## src/rtl/watch_btn_ctrl.sv

```systemverilog
// Button front end for the stopwatch/display core: sync, debounce and press-edge
// detection per button, then the mode FSM and the held command code.
module watch_btn_ctrl #(
    parameter int DB_CYCLES = 4,
    parameter int NBTN      = 8
) (
    input  logic            clk,
    input  logic            rst_n,
    input  logic [NBTN-1:0] btn_n,
    output logic [3:0]      state,
    output logic [3:0]      flag,
    output logic [NBTN-1:0] btn_level,
    output logic [NBTN-1:0] btn_evt
);
    localparam int CW = $clog2(DB_CYCLES + 1);
    localparam logic [CW-1:0] CNT_LAST = CW'(DB_CYCLES - 1);

    localparam int B_MODE  = 0;
    localparam int B_START = 1;
    localparam int B_CLEAR = 2;
    localparam int B_SET   = 3;
    localparam int B_UP    = 4;
    localparam int B_DOWN  = 5;

    localparam logic [3:0] F_IDLE  = 4'd0;
    localparam logic [3:0] F_CLEAR = 4'd5;
    localparam logic [3:0] F_PAUSE = 4'd6;
    localparam logic [3:0] F_RUN   = 4'd7;
    localparam logic [3:0] F_EDIT  = 4'd8;
    localparam logic [3:0] F_INC   = 4'd9;
    localparam logic [3:0] F_DEC   = 4'd10;

    typedef enum logic [3:0] {
        ST_CLOCK = 4'd1,
        ST_SW    = 4'd2,
        ST_TIMER = 4'd3,
        ST_ALARM = 4'd4
    } mode_e;

    logic [NBTN-1:0] sync1_q, sync2_q, level_q, prev_q, evt_q;
    logic [CW-1:0]   cnt_q [NBTN];

    mode_e      state_q, state_d;
    logic [3:0] sw_q, sw_d, oth_q, oth_d, flag_q, flag_d;
    logic       inc_d, dec_d;

    // A level change is accepted only after DB_CYCLES consecutive differing samples.
    always_ff @(posedge clk or negedge rst_n) begin
        if (!rst_n) begin
            sync1_q <= '0;
            sync2_q <= '0;
            level_q <= '0;
            prev_q  <= '0;
            evt_q   <= '0;
            for (int i = 0; i < NBTN; i++) cnt_q[i] <= '0;
        end else begin
            sync1_q <= ~btn_n;
            sync2_q <= sync1_q;
            prev_q  <= level_q;
            evt_q   <= level_q & ~prev_q;
            for (int i = 0; i < NBTN; i++) begin
                if (sync2_q[i] != level_q[i]) begin
                    if (cnt_q[i] == CNT_LAST) begin
                        level_q[i] <= sync2_q[i];
                        cnt_q[i]   <= '0;
                    end else begin
                        cnt_q[i] <= cnt_q[i] + 1'b1;
                    end
                end else begin
                    cnt_q[i] <= '0;
                end
            end
        end
    end

    // Only the highest-priority event in a cycle acts; lower ones are dropped.
    always_comb begin
        state_d = state_q;
        sw_d    = sw_q;
        oth_d   = oth_q;
        inc_d   = 1'b0;
        dec_d   = 1'b0;
        case (state_q)
            ST_CLOCK, ST_SW, ST_TIMER, ST_ALARM: begin
                if (evt_q[B_MODE]) begin
                    oth_d = F_IDLE;
                    case (state_q)
                        ST_CLOCK: state_d = ST_SW;
                        ST_SW:    state_d = ST_TIMER;
                        ST_TIMER: state_d = ST_ALARM;
                        default:  state_d = ST_CLOCK;
                    endcase
                end else if (evt_q[B_CLEAR]) begin
                    if (state_q == ST_SW) sw_d = F_CLEAR;
                end else if (evt_q[B_START]) begin
                    if (state_q == ST_SW) sw_d = (sw_q == F_RUN) ? F_PAUSE : F_RUN;
                end else if (evt_q[B_SET]) begin
                    if (state_q != ST_SW) oth_d = (oth_q == F_EDIT) ? F_IDLE : F_EDIT;
                end else if (evt_q[B_UP]) begin
                    inc_d = (state_q != ST_SW) && (oth_q == F_EDIT);
                end else if (evt_q[B_DOWN]) begin
                    dec_d = (state_q != ST_SW) && (oth_q == F_EDIT);
                end
            end
            default: state_d = ST_CLOCK;
        endcase

        // INC/DEC are single-cycle overlays; oth_q itself stays at EDIT.
        if (state_d == ST_SW) flag_d = sw_d;
        else if (inc_d)       flag_d = F_INC;
        else if (dec_d)       flag_d = F_DEC;
        else                  flag_d = oth_d;
    end

    always_ff @(posedge clk or negedge rst_n) begin
        if (!rst_n) begin
            state_q <= ST_CLOCK;
            sw_q    <= F_PAUSE;
            oth_q   <= F_IDLE;
            flag_q  <= F_IDLE;
        end else begin
            state_q <= state_d;
            sw_q    <= sw_d;
            oth_q   <= oth_d;
            flag_q  <= flag_d;
        end
    end

    assign state     = state_q;
    assign flag      = flag_q;
    assign btn_level = level_q;
    assign btn_evt   = evt_q;
endmodule
```

## config.mk

```make
export PLATFORM = sky130hd
export DESIGN_NAME = watch_btn_ctrl
export DESIGN_NICKNAME = d
export VERILOG_FILES = /design/src/rtl/watch_btn_ctrl.sv
export SDC_FILE = /design/constraint.sdc
export NUM_CORES = 1
export LEC_CHECK = 0
export ABC_AREA = 0
export CELL_PAD_IN_SITES_DETAIL_PLACEMENT = 1
export CELL_PAD_IN_SITES_GLOBAL_PLACEMENT = 1
export CORE_ASPECT_RATIO = 0.75
export CORE_MARGIN = 8
export CORE_UTILIZATION = 45
export CTS_CLUSTER_DIAMETER = 50
export DETAILED_ROUTE_END_ITERATION = 12
export HOLD_SLACK_MARGIN = 0.12
export PLACE_DENSITY_LB_ADDON = 0.1
export SLEW_MARGIN = 5
export SYNTH_ARGS = -nofsm -noshare
export SYNTH_HDL_FRONTEND = slang
export SYNTH_SLANG_ARGS = --single-unit
```

## constraint.sdc

```tcl
create_clock -name clk -period 1.8 [get_ports clk]
set_input_delay 0.27 -clock clk [delete_from_list [all_inputs] [get_ports clk]]
set_output_delay 0.27 -clock clk [all_outputs]
set_load 0.01 [all_outputs]
```

==> metrics.txt, run 1 <==
register area share after synthesis around two thirds; asr flop ratio synth 100.0%; met3 Track Usage GR about 4.3%; critical path, cell by cell clkdlybuf4s50_1; Die Height roughly 87 um; die area about 9500 um^2; Synth Area in Adders around 3.4%; GRT Resource Usage Total 12.37%; Remaining DRCs 0; largest net degree at the start of global routing 34; DRT iter0 DRCs 31; total gr overflow 0; yosys warns 0; Rows 25; Area growth syn-to-layout 23.10%; post-detailed-route count of antenna-violating nets 0; Synth cell types 45; combinational share of power 29.8%; Post-Synth XOR/XNOR Area under 10%; worst-case vdd ir drop just under 800 uV; FILL cells 638; sw frac around 30%; count of clock tree sinks 80; syn_area_per_cell between 10 and 15 um^2; fin crit share 97.39%; detailed-placement wirelength estimate roughly 3.8 mm; I/O Buffers 33; CP Capture Type output pin; area fraction in compound gates after synthesis under 10%; multi-input logic area around 940 um^2; final hold viol count 0; ys flop type dfrtp_1; hold path depth 0; Max FO, Critical Path 6; drt pass-1 iters 4; fraction of layout instances using a drive strength above 1 16.67%; Max Root-Sink Buffers 2; Mapped Nets 224; largest family of logic cells by synthesized area simple AND/OR/NAND/NOR gates; Worst R2R Path Depth 5; clk slew on worst S/H paths approximately 0.07 ns; count leader, synth dfrtp_1; max-cap check violation count 0; Min Hold Slack around 0.35 ns; number of global-route vias before repair approximately 1900; global-route wire length before repair ~9.1 mm; Die X about 110 um; Worst path top cell family by delay buffers and inverters; routability congestion estimate 0.7317; final wirelength about 5.3 mm; initial core utilization around 47%; CTS tree yes; max-slew violation count 0; final setup fails 0; WP data arrival roughly 1.5 ns; Final Worst Setup Slack between 0.04 and 0.05 ns; Layout Cells excl Fill ~340; Design Power roughly 5.6 mW; Final Skew a little over 0.005 ns; area fraction of the dominant cell type after synthesis 64.57%; simple-gate area share of the yosys netlist 16.98%; RSZ-0062 raised after global routing no; Placed Instance Area ~3400 um^2; CTS HTree Levels 3; leakage power between 1.5 and 2 nW; GRT Max-Usage Layer met2; vias per inst about 5; Crit Path Category flop to output pin; Reg area ~2000 um^2; fin crit period about 1.8 ns; area leader, netlist dfrtp_1; WL per Instance 15.53 um; clock buffer count from CTS 9; P_sw ~1.7 mW; #FFs+latches synth 80; Placed Cells incl. Taps ~320; boundary pin count 34; Final nets 273; Mapped Cells ~210; Mapped Area 2984 um^2; dpl ws -0.03108 ns; Req. time, crit path between 1.5 and 2 ns; crit-path max cell delay 0.61 ns; Buf/Inv on CP 1; Max Freq roughly 0.57 GHz; Clock Power Share between 20 and 25%; GRT met2 Usage between 10% and 20%; Reg power frac 48.1%; power per cell area 1528 nW/um^2; EDFF count, synth 0; Clock Latency Late Sink between 0.3 and 0.4 ns; Final Cell Area roughly 3700 um^2; slowest stage cell on the critical path clkdlybuf4s50_1; Internal Power between 3 and 4 mW; n_diodes 0; Area contributors post-synth dfrtp_1 65%, nor3b_1 3.8%, ha_1 3.4%; worst min path class flop to flop; status completed; Synth top cells by count 77 x dfrtp_1, 15 x nor3b_1, 13 x nor2b_1, 9 x inv_1; logic depth of the worst path, buffers included 1; initial antenna violation count 0; CTS root buf clkbuf_8; startpoint types flop; GRT met1 Usage between 10% and 20%; Core ar. approximately 6300 um^2; via count ~1700; mux share of post-synthesis cell area about 4.2%
## path summary, 6_finish.rpt
kind	from	end	slack (ns)
min in group asynchronous	rst_n	sync2_q[7]	0.44
max	btn_evt[2]	btn_evt[2]	0.05
min reg2reg	sync1_q[3]	sync2_q[3]	0.35
max reg2reg	state[0]	flag[3]	0.07
min	sync1_q[3]	sync2_q[3]	0.35
max in group asynchronous	rst_n	state[0]	0.78
## flip-flops by register name (all words and copies together) (netlist names)
register and cells:
btn_evt 8, btn_level 8, cnt_q 24, flag 4
oth_q 4, prev_q 8, state 4, sw_q 4
sync1_q 8, sync2_q 8
## layer usage
metal | vias to the layer above | routed length (um) | part of all wire, %
met1 | 861 | 2304 | 44
met4 | 0 | 99 | 1.9
li1 | 790 | - | -
met2 | 31 | 2558 | 49
met3 | 8 | 302 | 5.7
met5 | - | 0 | 0
## cell type report
type                            instances  area share (%)
Multi-Input combinational cell        114           25.68
Sequential cell                        80           54.67
Clock inverter                          3           1.192
Tap cell                               81           2.759
Clock buffer                           11           3.849
Inverter                                9          0.9196
Timing Repair Buffer                   41           10.93
## power by group through the flow
stage / logic, mW / clock network [mW] / registers, mW
floorplan: 0.830 / 0 / 2.74
global placement: 1.60 / 0 / 2.70
detailed placement: 1.67 / 0 / 2.74
CTS: 1.70 / 1.28 / 2.72
global route: 1.85 / 1.34 / 2.79
finish: 1.67 / 1.24 / 2.70
## layout by cell type, fill, tap and decap left out, drive strengths merged, types with 4 or more instances in the layout
cell type / instances
clkdlybuf4s50: 31
inv: 9
nor2b: 13
nor4b: 4
and3b: 5
xnor2: 8
buf: 8
mux2: 10
clkbuf: 11
nor3b: 15
ha: 8
nor3: 7
and2: 4
dfrtp: 77
nand2b: 6
nor2: 4
## per-stage QoR
step | utilization [%] | TNS [ns]
floorplan | - | 0
global route | 57.85 | 0
detailed placement | 54.25 | -0.03108
finish | 57.85 | 0
CTS | 57.58 | 0
global placement | 54.25 | 0
## logic make-up after synthesis
kind of cell / after synthesis
DFF: 80
and+or+nand+nor: 70
AOI/OAI and AO/OA: 14
buffers and inverters: 12
muxes: 11
xor gates and xnor gates: 10
adders and majority gates: 8
other: 1
## what timing repair did
item	in CTS	in global routing
setup buffers	0	1
gates resized for setup	5	2
endpoints found under the hold margin	29	0
setup endpoints to repair	6	4
hold buffers	1	0
pin swaps	0	1
No activity file was read; power rests on OpenSTA's default activity.
==> run 2, diff against run 1 <==
--- a/config.mk
+++ b/config.mk
@@ -10,8 +10,9 @@
 export CELL_PAD_IN_SITES_GLOBAL_PLACEMENT = 1
 export CORE_ASPECT_RATIO = 0.75
 export CORE_MARGIN = 8
-export CORE_UTILIZATION = 45
+export CORE_UTILIZATION = 49
 export CTS_CLUSTER_DIAMETER = 50
+export CTS_CLUSTER_SIZE = 8
 export DETAILED_ROUTE_END_ITERATION = 12
 export HOLD_SLACK_MARGIN = 0.12
 export PLACE_DENSITY_LB_ADDON = 0.1
==> constraint.sdc (replaced) <==
create_clock -name clk -period 2.1 [get_ports clk]
set_input_delay 0.315 -clock clk [delete_from_list [all_inputs] [get_ports clk]]
set_output_delay 0.315 -clock clk [all_outputs]
set_load 0.01 [all_outputs]
==> metrics.txt, run 2 (synthesis gave the netlist of run 1 again) <==
status completed; vias per inst between 5 and 6; final wirelength between 5 and 6 mm; clock buffer count from CTS 9; number of global-route vias before repair 1900; Worst path top cell family by delay flip-flops; Worst-Margin Slew approximately 0.63 ns; final setup fails 0; commonest non-fill, non-tap cell in the layout dfrtp_1; drt pass-1 iters 4; Gates resized, CTS repair 0; Die X around 110 um; fraction of layout instances using a drive strength above 1 roughly an eighth; CP Capture Type output pin; Area growth syn-to-layout 21.64%; CTS HTree Levels 3; Max Root-Sink Buffers 2; WL per Instance about 17 um; worst-case vdd ir drop about 670 uV; crit-path max cell delay 0.63 ns; Final nets 267; fin crit period roughly 1.9 ns; Buf/Inv on CP 1; power per cell area about 1400 nW/um^2; Clock Latency Late Sink roughly 0.35 ns; RSZ-0062 raised after global routing no; Die Height 83.59 um; Most flops, register cnt_q; Req. time, crit path 1.78 ns; leakage power approximately 1.7 nW; GRT Resource Usage Total between 10% and 20%; fin crit share 91.36%; dpl ws approximately 0.22 ns; largest net degree at the start of global routing 51; count of clock tree sinks 80; boundary pin count 34; WP data arrival about 1.6 ns; post-detailed-route count of antenna-violating nets 0; initial antenna violation count 0; n_diodes 0; Remaining DRCs 0; Setup Fix Bufs, Post-CTS 0; most frequent cells in the layout 77 x dfrtp_1, 32 x clkdlybuf4s50_1, 15 x nor3b_1; die area roughly 8900 um^2; Rows 24; Max Freq 0.5212 GHz; initial core utilization between 50 and 60%; max reg flops 24; Core ar. slightly below 6000 um^2; clk slew on worst S/H paths roughly 0.07 ns; via count around 1700; worst min path class flop to flop; DRT iter0 DRCs 27; hold-fix buffers at CTS 1; CTS root buf clkbuf_8; setup TNS 0 ns; total gr overflow 0; Design Power 4.917 mW; Slew headroom between 50% and 60%; slowest stage cell on the critical path dfrtp_1; Crit Path Category flop to output pin; critical path, cell by cell clkdlybuf4s50_1; max-slew violation count 0; Final Worst Setup Slack between 0.15 and 0.2 ns; Final Skew 0.01060 ns; CTS tree yes; max-cap check violation count 0; Max FO, Critical Path 11; I/O Buffers 33; detailed-placement wirelength estimate around 4.0 mm; global-route wire length before repair around 9.6 mm; Final Util 61.99%; routability congestion estimate 0.7418; startpoint types flop; final hold viol count 0
[run 2: changes by cell type in the layout (fill, tap and decap cells not counted), sizes merged]
cell	previous run	this run
buf	8	2
bufinv	1	2
clkbuf	11	13
clkdlybuf4s50	31	32
clkinv	2	0
clkinvlp	0	1
dlygate4sd2	1	0
[run 2: final cells by class]
cell class	count	area [um^2]
Sequential cell	80	2006
Clock buffer	13	148.9
Inverter	9	33.78
Multi-Input combinational cell	114	918.4
Timing Repair Buffer	35	357.8
Clock inverter	3	67.56
Tap cell	78	97.59
Fill cell	579	2226
[run 2: power by group]
group / internal, mW / switching [mW]
Sequential: 1.98 / 0.362
Clock: 0.704 / 0.506
Combinational: 0.776 / 0.586
Total: 3.46 / 1.45
[run 2: worst paths after layout]
kind                       slack (ns)  depth (start not counted)          to  startpoint
max                              0.18                          1    state[2]    state[2]
max reg2reg                      0.19                          5     flag[2]    state[2]
min                              0.35                          0  sync2_q[3]  sync1_q[3]
min reg2reg                      0.35                          0  sync2_q[3]  sync1_q[3]
min in group asynchronous        0.53                          2    cnt_q[0]       rst_n
max in group asynchronous        0.98                          3   prev_q[0]       rst_n
[run 2: metal layers]
| metal | part of all wire [%] | up-vias | GRT usage [%] | wire, um |
|---|---|---|---|---|
| met3 | 6.0 | 10 | 6.250 | 331 |
| met4 | 1.4 | 0 | 5.223 | 78 |
| li1 | - | 788 | - | - |
| met5 | 0 | - | 0 | 0 |
| met2 | 50 | 30 | 22.96 | 2773 |
| met1 | 43 | 886 | 15.38 | 2375 |
[run 2: through the flow]
step | hold slack, ns | cells | instance area, um^2
after floorplan | 0.01941 | 206 | 2984
after global placement | 0.3328 | 315 | 3403
after detailed placement | 0.3358 | 315 | 3403
after CTS | 0.3522 | 332 | 3630
after global routing | 0.3638 | 332 | 3630
final | 0.3495 | 332 | 3630
